**src/rtl/mcs4_mem_arbiter_if.sv**
```systemverilog
// Bus bundle between the AXI host front-end, the 4004 core port and the shared memory.
// The arbiter uses the slave modport; the surrounding logic uses the master modport.
interface mcs4_mem_arbiter_if #(
    parameter int ADDR_W = 12,
    parameter int DATA_W = 32
);
    logic              host_req_valid;
    logic              host_req_ready;
    logic              host_req_write;
    logic [ADDR_W-1:0] host_req_addr;
    logic [2:0]        host_req_len;
    logic [DATA_W-1:0] host_wdata;
    logic              host_wvalid;
    logic              host_wready;
    logic [DATA_W-1:0] host_rdata;
    logic              host_rvalid;
    logic              host_rlast;
    logic              host_rready;
    logic              cpu_req_valid;
    logic              cpu_req_ready;
    logic              cpu_req_write;
    logic [ADDR_W-1:0] cpu_req_addr;
    logic [DATA_W-1:0] cpu_wdata;
    logic [DATA_W-1:0] cpu_rdata;
    logic              cpu_rvalid;
    logic              mem_en;
    logic              mem_we;
    logic [ADDR_W-1:0] mem_addr;
    logic [DATA_W-1:0] mem_wdata;
    logic [DATA_W-1:0] mem_rdata;
    logic              busy;

    modport slave (
        input  host_req_valid, host_req_write, host_req_addr, host_req_len,
        input  host_wdata, host_wvalid, host_rready,
        input  cpu_req_valid, cpu_req_write, cpu_req_addr, cpu_wdata,
        input  mem_rdata,
        output host_req_ready, host_wready, host_rdata, host_rvalid, host_rlast,
        output cpu_req_ready, cpu_rdata, cpu_rvalid,
        output mem_en, mem_we, mem_addr, mem_wdata, busy
    );

    modport master (
        output host_req_valid, host_req_write, host_req_addr, host_req_len,
        output host_wdata, host_wvalid, host_rready,
        output cpu_req_valid, cpu_req_write, cpu_req_addr, cpu_wdata,
        output mem_rdata,
        input  host_req_ready, host_wready, host_rdata, host_rvalid, host_rlast,
        input  cpu_req_ready, cpu_rdata, cpu_rvalid,
        input  mem_en, mem_we, mem_addr, mem_wdata, busy
    );
endinterface

```
**src/rtl/mcs4_mem_arbiter.sv**
```systemverilog
// Arbitrates the single-port MCS-4 memory between host bursts (up to 8 beats) and single-word core accesses.
// Define MCS4_ARB_CPU_PRIO_EN to make the core win every simultaneous request; otherwise grants alternate round-robin.
module mcs4_mem_arbiter #(
    parameter int ADDR_W = 12,
    parameter int DATA_W = 32
) (
    input  logic              ACLK,
    input  logic              ARESET,
    mcs4_mem_arbiter_if.slave bus
);
    typedef enum logic [2:0] {
        IDLE      = 3'd0,
        H_WR      = 3'd1,
        H_RD_ISS  = 3'd2,
        H_RD_WAIT = 3'd3,
        C_RD_WAIT = 3'd4
    } state_t;

    localparam logic GRANT_CPU  = 1'b0;
    localparam logic GRANT_HOST = 1'b1;

    state_t            state_q, state_d;
    logic [ADDR_W-1:0] addr_q, addr_d;
    logic [2:0]        cnt_q, cnt_d;
    logic              last_grant_q, last_grant_d;
    logic [DATA_W-1:0] hold_q, hold_d;
    logic              first_q, first_d;

    logic              idle_s;
    logic              grant_host_s;
    logic              grant_cpu_s;
    logic              mem_en_s;
    logic              mem_we_s;
    logic [ADDR_W-1:0] mem_addr_s;
    logic [DATA_W-1:0] mem_wdata_s;
    logic              host_rvalid_s;
    logic              cpu_rvalid_s;

    // Grants are suppressed while reset is asserted so no memory access leaks out of reset.
    assign idle_s = (state_q == IDLE) && !ARESET;
`ifdef MCS4_ARB_CPU_PRIO_EN
    assign grant_host_s = idle_s && bus.host_req_valid && !bus.cpu_req_valid;
`else
    assign grant_host_s = idle_s && bus.host_req_valid &&
                          (!bus.cpu_req_valid || (last_grant_q == GRANT_CPU));
`endif
    assign grant_cpu_s  = idle_s && bus.cpu_req_valid && !grant_host_s;

    // Next-state, burst bookkeeping and memory-port drive.
    always_comb begin
        state_d      = state_q;
        addr_d       = addr_q;
        cnt_d        = cnt_q;
        last_grant_d = last_grant_q;
        hold_d       = hold_q;
        first_d      = 1'b0;
        mem_en_s     = 1'b0;
        mem_we_s     = 1'b0;
        mem_addr_s   = {ADDR_W{1'b0}};
        mem_wdata_s  = {DATA_W{1'b0}};
        case (state_q)
            IDLE: begin
                if (grant_host_s) begin
                    addr_d       = bus.host_req_addr;
                    cnt_d        = bus.host_req_len;
                    last_grant_d = GRANT_HOST;
                    if (bus.host_req_write) begin
                        state_d = H_WR;
                    end else begin
                        state_d = H_RD_ISS;
                    end
                end else if (grant_cpu_s) begin
                    last_grant_d = GRANT_CPU;
                    mem_en_s     = 1'b1;
                    mem_we_s     = bus.cpu_req_write;
                    mem_addr_s   = bus.cpu_req_addr;
                    if (bus.cpu_req_write) begin
                        mem_wdata_s = bus.cpu_wdata;
                        state_d     = IDLE;
                    end else begin
                        mem_wdata_s = {DATA_W{1'b0}};
                        state_d     = C_RD_WAIT;
                    end
                end else begin
                    state_d = IDLE;
                end
            end
            H_WR: begin
                if (bus.host_wvalid) begin
                    mem_en_s    = 1'b1;
                    mem_we_s    = 1'b1;
                    mem_addr_s  = addr_q;
                    mem_wdata_s = bus.host_wdata;
                    addr_d      = addr_q + ADDR_W'(1);
                    if (cnt_q == 3'd0) begin
                        state_d = IDLE;
                    end else begin
                        cnt_d = cnt_q - 3'd1;
                    end
                end else begin
                    state_d = H_WR;
                end
            end
            H_RD_ISS: begin
                mem_en_s   = 1'b1;
                mem_addr_s = addr_q;
                first_d    = 1'b1;
                state_d    = H_RD_WAIT;
            end
            H_RD_WAIT: begin
                // Memory data is only valid on the first wait cycle; the hold register covers rready stalls.
                if (first_q) begin
                    hold_d = bus.mem_rdata;
                end else begin
                    hold_d = hold_q;
                end
                if (bus.host_rready) begin
                    if (cnt_q == 3'd0) begin
                        state_d = IDLE;
                    end else begin
                        addr_d  = addr_q + ADDR_W'(1);
                        cnt_d   = cnt_q - 3'd1;
                        state_d = H_RD_ISS;
                    end
                end else begin
                    state_d = H_RD_WAIT;
                end
            end
            C_RD_WAIT: begin
                state_d = IDLE;
            end
            default: begin
                state_d = IDLE;
            end
        endcase
    end

    // State and datapath registers; reset aborts any burst in flight.
    always_ff @(posedge ACLK or posedge ARESET) begin
        if (ARESET) begin
            state_q      <= IDLE;
            addr_q       <= {ADDR_W{1'b0}};
            cnt_q        <= 3'd0;
            last_grant_q <= GRANT_CPU;
            hold_q       <= {DATA_W{1'b0}};
            first_q      <= 1'b0;
        end else begin
            state_q      <= state_d;
            addr_q       <= addr_d;
            cnt_q        <= cnt_d;
            last_grant_q <= last_grant_d;
            hold_q       <= hold_d;
            first_q      <= first_d;
        end
    end

    assign host_rvalid_s      = (state_q == H_RD_WAIT);
    assign cpu_rvalid_s       = (state_q == C_RD_WAIT);

    assign bus.host_req_ready = grant_host_s;
    assign bus.cpu_req_ready  = grant_cpu_s;
    assign bus.host_wready    = (state_q == H_WR);
    assign bus.host_rvalid    = host_rvalid_s;
    assign bus.host_rlast     = host_rvalid_s && (cnt_q == 3'd0);
    assign bus.host_rdata     = !host_rvalid_s ? {DATA_W{1'b0}} :
                                (first_q ? bus.mem_rdata : hold_q);
    assign bus.cpu_rvalid     = cpu_rvalid_s;
    assign bus.cpu_rdata      = cpu_rvalid_s ? bus.mem_rdata : {DATA_W{1'b0}};
    assign bus.mem_en         = mem_en_s;
    assign bus.mem_we         = mem_we_s;
    assign bus.mem_addr       = mem_addr_s;
    assign bus.mem_wdata      = mem_wdata_s;
    assign bus.busy           = (state_q != IDLE);
endmodule

```
**src/flat_wrapper.sv**
```systemverilog
// flat-port wrapper written by rule: the top's interface ports become plain ports
module mcs4_mem_arbiter_flat 
#(
    parameter int ADDR_W = 12,
    parameter int DATA_W = 32
)
  (ACLK, ARESET, bus_host_req_valid, bus_host_req_write, bus_host_req_addr, bus_host_req_len, bus_host_wdata, bus_host_wvalid, bus_host_rready, bus_cpu_req_valid, bus_cpu_req_write, bus_cpu_req_addr, bus_cpu_wdata, bus_mem_rdata, bus_host_req_ready, bus_host_wready, bus_host_rdata, bus_host_rvalid, bus_host_rlast, bus_cpu_req_ready, bus_cpu_rdata, bus_cpu_rvalid, bus_mem_en, bus_mem_we, bus_mem_addr, bus_mem_wdata, bus_busy);
  mcs4_mem_arbiter_if #(.ADDR_W(ADDR_W), .DATA_W(DATA_W)) bus_i ();
  input  logic ACLK;
  input  logic ARESET;
  input wire logic [$bits(bus_i.host_req_valid)-1:0] bus_host_req_valid;
  input wire logic [$bits(bus_i.host_req_write)-1:0] bus_host_req_write;
  input wire logic [$bits(bus_i.host_req_addr)-1:0] bus_host_req_addr;
  input wire logic [$bits(bus_i.host_req_len)-1:0] bus_host_req_len;
  input wire logic [$bits(bus_i.host_wdata)-1:0] bus_host_wdata;
  input wire logic [$bits(bus_i.host_wvalid)-1:0] bus_host_wvalid;
  input wire logic [$bits(bus_i.host_rready)-1:0] bus_host_rready;
  input wire logic [$bits(bus_i.cpu_req_valid)-1:0] bus_cpu_req_valid;
  input wire logic [$bits(bus_i.cpu_req_write)-1:0] bus_cpu_req_write;
  input wire logic [$bits(bus_i.cpu_req_addr)-1:0] bus_cpu_req_addr;
  input wire logic [$bits(bus_i.cpu_wdata)-1:0] bus_cpu_wdata;
  input wire logic [$bits(bus_i.mem_rdata)-1:0] bus_mem_rdata;
  output wire logic [$bits(bus_i.host_req_ready)-1:0] bus_host_req_ready;
  output wire logic [$bits(bus_i.host_wready)-1:0] bus_host_wready;
  output wire logic [$bits(bus_i.host_rdata)-1:0] bus_host_rdata;
  output wire logic [$bits(bus_i.host_rvalid)-1:0] bus_host_rvalid;
  output wire logic [$bits(bus_i.host_rlast)-1:0] bus_host_rlast;
  output wire logic [$bits(bus_i.cpu_req_ready)-1:0] bus_cpu_req_ready;
  output wire logic [$bits(bus_i.cpu_rdata)-1:0] bus_cpu_rdata;
  output wire logic [$bits(bus_i.cpu_rvalid)-1:0] bus_cpu_rvalid;
  output wire logic [$bits(bus_i.mem_en)-1:0] bus_mem_en;
  output wire logic [$bits(bus_i.mem_we)-1:0] bus_mem_we;
  output wire logic [$bits(bus_i.mem_addr)-1:0] bus_mem_addr;
  output wire logic [$bits(bus_i.mem_wdata)-1:0] bus_mem_wdata;
  output wire logic [$bits(bus_i.busy)-1:0] bus_busy;
  assign bus_i.host_req_valid = bus_host_req_valid;
  assign bus_i.host_req_write = bus_host_req_write;
  assign bus_i.host_req_addr = bus_host_req_addr;
  assign bus_i.host_req_len = bus_host_req_len;
  assign bus_i.host_wdata = bus_host_wdata;
  assign bus_i.host_wvalid = bus_host_wvalid;
  assign bus_i.host_rready = bus_host_rready;
  assign bus_i.cpu_req_valid = bus_cpu_req_valid;
  assign bus_i.cpu_req_write = bus_cpu_req_write;
  assign bus_i.cpu_req_addr = bus_cpu_req_addr;
  assign bus_i.cpu_wdata = bus_cpu_wdata;
  assign bus_i.mem_rdata = bus_mem_rdata;
  assign bus_host_req_ready = bus_i.host_req_ready;
  assign bus_host_wready = bus_i.host_wready;
  assign bus_host_rdata = bus_i.host_rdata;
  assign bus_host_rvalid = bus_i.host_rvalid;
  assign bus_host_rlast = bus_i.host_rlast;
  assign bus_cpu_req_ready = bus_i.cpu_req_ready;
  assign bus_cpu_rdata = bus_i.cpu_rdata;
  assign bus_cpu_rvalid = bus_i.cpu_rvalid;
  assign bus_mem_en = bus_i.mem_en;
  assign bus_mem_we = bus_i.mem_we;
  assign bus_mem_addr = bus_i.mem_addr;
  assign bus_mem_wdata = bus_i.mem_wdata;
  assign bus_busy = bus_i.busy;
  mcs4_mem_arbiter #(.ADDR_W(ADDR_W), .DATA_W(DATA_W)) u_core (.ACLK(ACLK), .ARESET(ARESET), .bus(bus_i));
endmodule
```
**config.mk**
```make
export PLATFORM = sky130hd
export DESIGN_NAME = mcs4_mem_arbiter_flat
export DESIGN_NICKNAME = d
export VERILOG_FILES = /design/src/rtl/mcs4_mem_arbiter_if.sv /design/src/rtl/mcs4_mem_arbiter.sv /design/src/flat_wrapper.sv
export SDC_FILE = /design/constraint.sdc
export NUM_CORES = 1
export LEC_CHECK = 0
export BUFFER_PORTS_ARGS = -buffer_cell sky130_fd_sc_hd__buf_2
export CAP_MARGIN = 40
export CELL_PAD_IN_SITES_DETAIL_PLACEMENT = 0
export CELL_PAD_IN_SITES_GLOBAL_PLACEMENT = 1
export CORE_MARGIN = 2
export CORE_UTILIZATION = 30
export CTS_CLUSTER_SIZE = 8
export DETAILED_ROUTE_END_ITERATION = 6
export GPL_TIMING_DRIVEN = 0
export PLACE_DENSITY_LB_ADDON = 0.08
export SLEW_MARGIN = 10
export SYNTH_ARGS = -nofsm -noshare
export SYNTH_HDL_FRONTEND = slang
export SYNTH_SLANG_ARGS = --single-unit
```
**constraint.sdc**
```tcl
create_clock -name ACLK -period 4.5 [get_ports ACLK]
set_clock_uncertainty 0.15 [all_clocks]
set_input_delay 0.225 -clock ACLK [delete_from_list [all_inputs] [get_ports ACLK]]
set_output_delay 0.225 -clock ACLK [all_outputs]
set_load 0.05 [all_outputs]
```
==> metrics.cfg <==
[outcome]
outcome=finished, final reports clean

[finish]
fin_area_um2=5290
syn_to_final_growth_pct=44.9
antenna_cells=0
multiInputGateArea_um2=2120
fin_cells=795
register_area_um2=1300
finalNetCount=781
layout-drive-gt1-share_pct=48.8
fillers=1230

[cts]
cts_sinks=52
postCtsResizedCells=0
cts.reportedPaths.clkPinSlew_ns=0.08
h-tree-depth=2
cts_setup_buffers=0
clkLatencyLatePin_ns=0.30
clk_path_buf_depth=2
holdBufCountCts=4
cts_buffers=5
cts_tree=yes
cts-root-buf=clkbuf_16

[routing]
highest-signal-layer=met5
wl_met2_um=5780
drt_iter0_drc=137
drc=0
ant_nets=0
vias=3836
wl_per_cell_um=14.7
viasPerCell=4.83
m1WireLength_um=5150
finalWirelength_um=11700
wl_met3_um=700
drt_pass1_iterations=6

[critical_path]
critPathMaxFanout=10
r2r_setup_slack_ns=2.52
critical_path_arrival_ns=2.54
crit_required_ns=4.12
r2r-end=u_core.hold_q[25]
crit_path_start=u_core.state_q[0]
critPathCapture=bus_cpu_rdata[18]
worstSetupPathType=flop to output port
worstReg2RegStart=u_core.state_q[1]
crit_path_start_kind=flop
ff2ff_path_depth=7
crit_path_end_kind=output port

[yosys]
synth_top_area_share_pct=35.7
synth-edff-count=0
yosysWarnings=0
synth_nets=522
syn_area_per_cell_um2=9.41
syn-cell-area_um2=3650
yosysTopAreaCell=dfrtp_1
ys_ff_latch=52
yosys-top-cells-area=dfrtp_1 (36%), a22o_1 (11%), mux2_2 (9.3%), mux2i_1 (9.1%), and2_1 (5.8%)
yosysSeqAreaShare_pct=35.7
yosys.cell_types.count=40
ys_async_sr_fraction_pct=100
synth_flop_cell=dfrtp_1
netlist_instances=388

[sta]
max_freq_mhz=343
hold_viol=0
slew-limit-headroom_pct=41.3
tightest_slew_ns=0.879
rsz0062_at_grt=false
timing.final.crit_share_pct=64.9
setup-violations-final=0
final.setup.tns_ns=0
fin_ws_ns=1.58
drv_slew=0
min_period_ns=2.92

[power]
irDropWorstVdd_v=0.000482
power-per-cell-area_nw_per_um2=702
power_leakage_uw=0.00281

[global_route]
grt_use_total_pct=17.0
grt_max_degree=32
grt_pass1_wl_um=18000
grt_overflow=0
grt_pass1_vias=3548
antenna_found_initial=1

[floorplanning]
die_area_um2=13100
die_h_um=114
ios=248
num_rows=40
start_util_pct=30.5
dieWidth_um=114
coreArea_um2=12000

[place]
routabilityCongestion=0.791
dp_hpwl_um=9180
dp.cells=783
dp_slack_ns=1.88
io_buffers=247
dpl_cell_area_um2=5100

[hold_path]
hold_class=primary input to flop

[flow_run]
maxCapViolCount=0

final cells by class:
class	instances	area share, %
Sequential cell	52	24.6
Clock inverter	3	0.520
Inverter	6	0.426
Multi-Input combinational cell	297	40.1
Buffer	33	3.90
Tap cell	147	3.48
Timing Repair Buffer	252	24.6
Clock buffer	5	2.37
worst max-delay path, stage by stage, from the launching register on:
cell      delay [ns]
dfrtp_1         0.47
buf_2           0.22
nor3b_1         0.72
clkbuf_1        0.39
and2_1          0.19
buf_2           0.26
report_power, final:
part / total [uW] / switching (uW) / internal, uW
sequential: 861 / 156 / 705
combinational: 2450 / 1640 / 812
clock: 402 / 190 / 212
synthesized netlist by cell type (3+ instances only):
library cell,instances
dfrtp_1,52
a22o_1,44
nor2_1,40
and2_1,34
mux2i_1,33
mux2_2,30
nand2_1,22
a21oi_1,20
o21ai_0,14
clkbuf_1,13
nand3_1,11
buf_2,9
buf_6,8
and3_1,6
inv_1,5
nor2b_1,4
nor3b_1,4
o22ai_1,4
a2bb2oi_1,3
buf_4,3
ha_1,3
mux2_1,3
per-stage QoR:
stage | hold slack (ns) | power (uW) | utilization [%]
global placement | 0.243 | 3310 | 42.4
global route | 0.0280 | 3990 | 44.2
finish | 0.0289 | 3710 | 44.2
detailed placement | 0.249 | 3340 | 42.6
floorplan | 0.141 | 2770 | -
CTS | 0.0253 | 3750 | 44.2
worst min-delay path by stage:
stage / start / endpoint / slack (ns) / cells after the start
2_1_floorplan: bus_cpu_req_write / u_core.state_q[2] / 0.14 / 1
3_3_place_gp: bus_cpu_req_write / u_core.state_q[2] / 0.24 / 2
3_5_place_dp: bus_cpu_req_write / u_core.state_q[2] / 0.25 / 2
4_1_cts: bus_mem_rdata[4] / u_core.hold_q[4] / 0.03 / 2
5_1_grt: bus_host_req_addr[1] / u_core.addr_q[1] / 0.03 / 3
6_report: bus_host_req_addr[1] / u_core.addr_q[1] / 0.03 / 3
flip-flops by register name (all words and copies together), names as in the netlist:
name	count
u_core.addr_q	12
u_core.first_q	1
u_core.state_q	3
u_core.hold_q	32
u_core.cnt_q	3
u_core.last_grant_q	1
cell usage in the layout, fill, tap and decap left out, drive strengths merged, types with 18 or more instances in the layout:
cell    instances
clkbuf         18
nor2           41
dfrtp          52
nand2          24
a21oi          21
mux2i          33
mux2           33
buf           268
a22o           44
and2           34
kinds of logic (layout without fill, tap and decap cells):
logic type                 Yosys count  count (layout)  synth area share, %
muxes                               66              66                 19.2
DFF                                 52              52                 35.7
buffers and inverters               39             299                 6.27
and+or+nand+nor                    135             135                 19.1
AOI/OAI and AO/OA                   93              93                 18.7
adders and majority gates            3               3                 1.03
per-layer routing:
metal  GRT usage, %  vias to the layer above
met3           3.28                        7
met4           2.93                        2
met1           22.6                     1798
met5              0                        -
met2           29.2                      119
li1               -                     1910
Note: power is estimated with default switching activity, not from simulation.
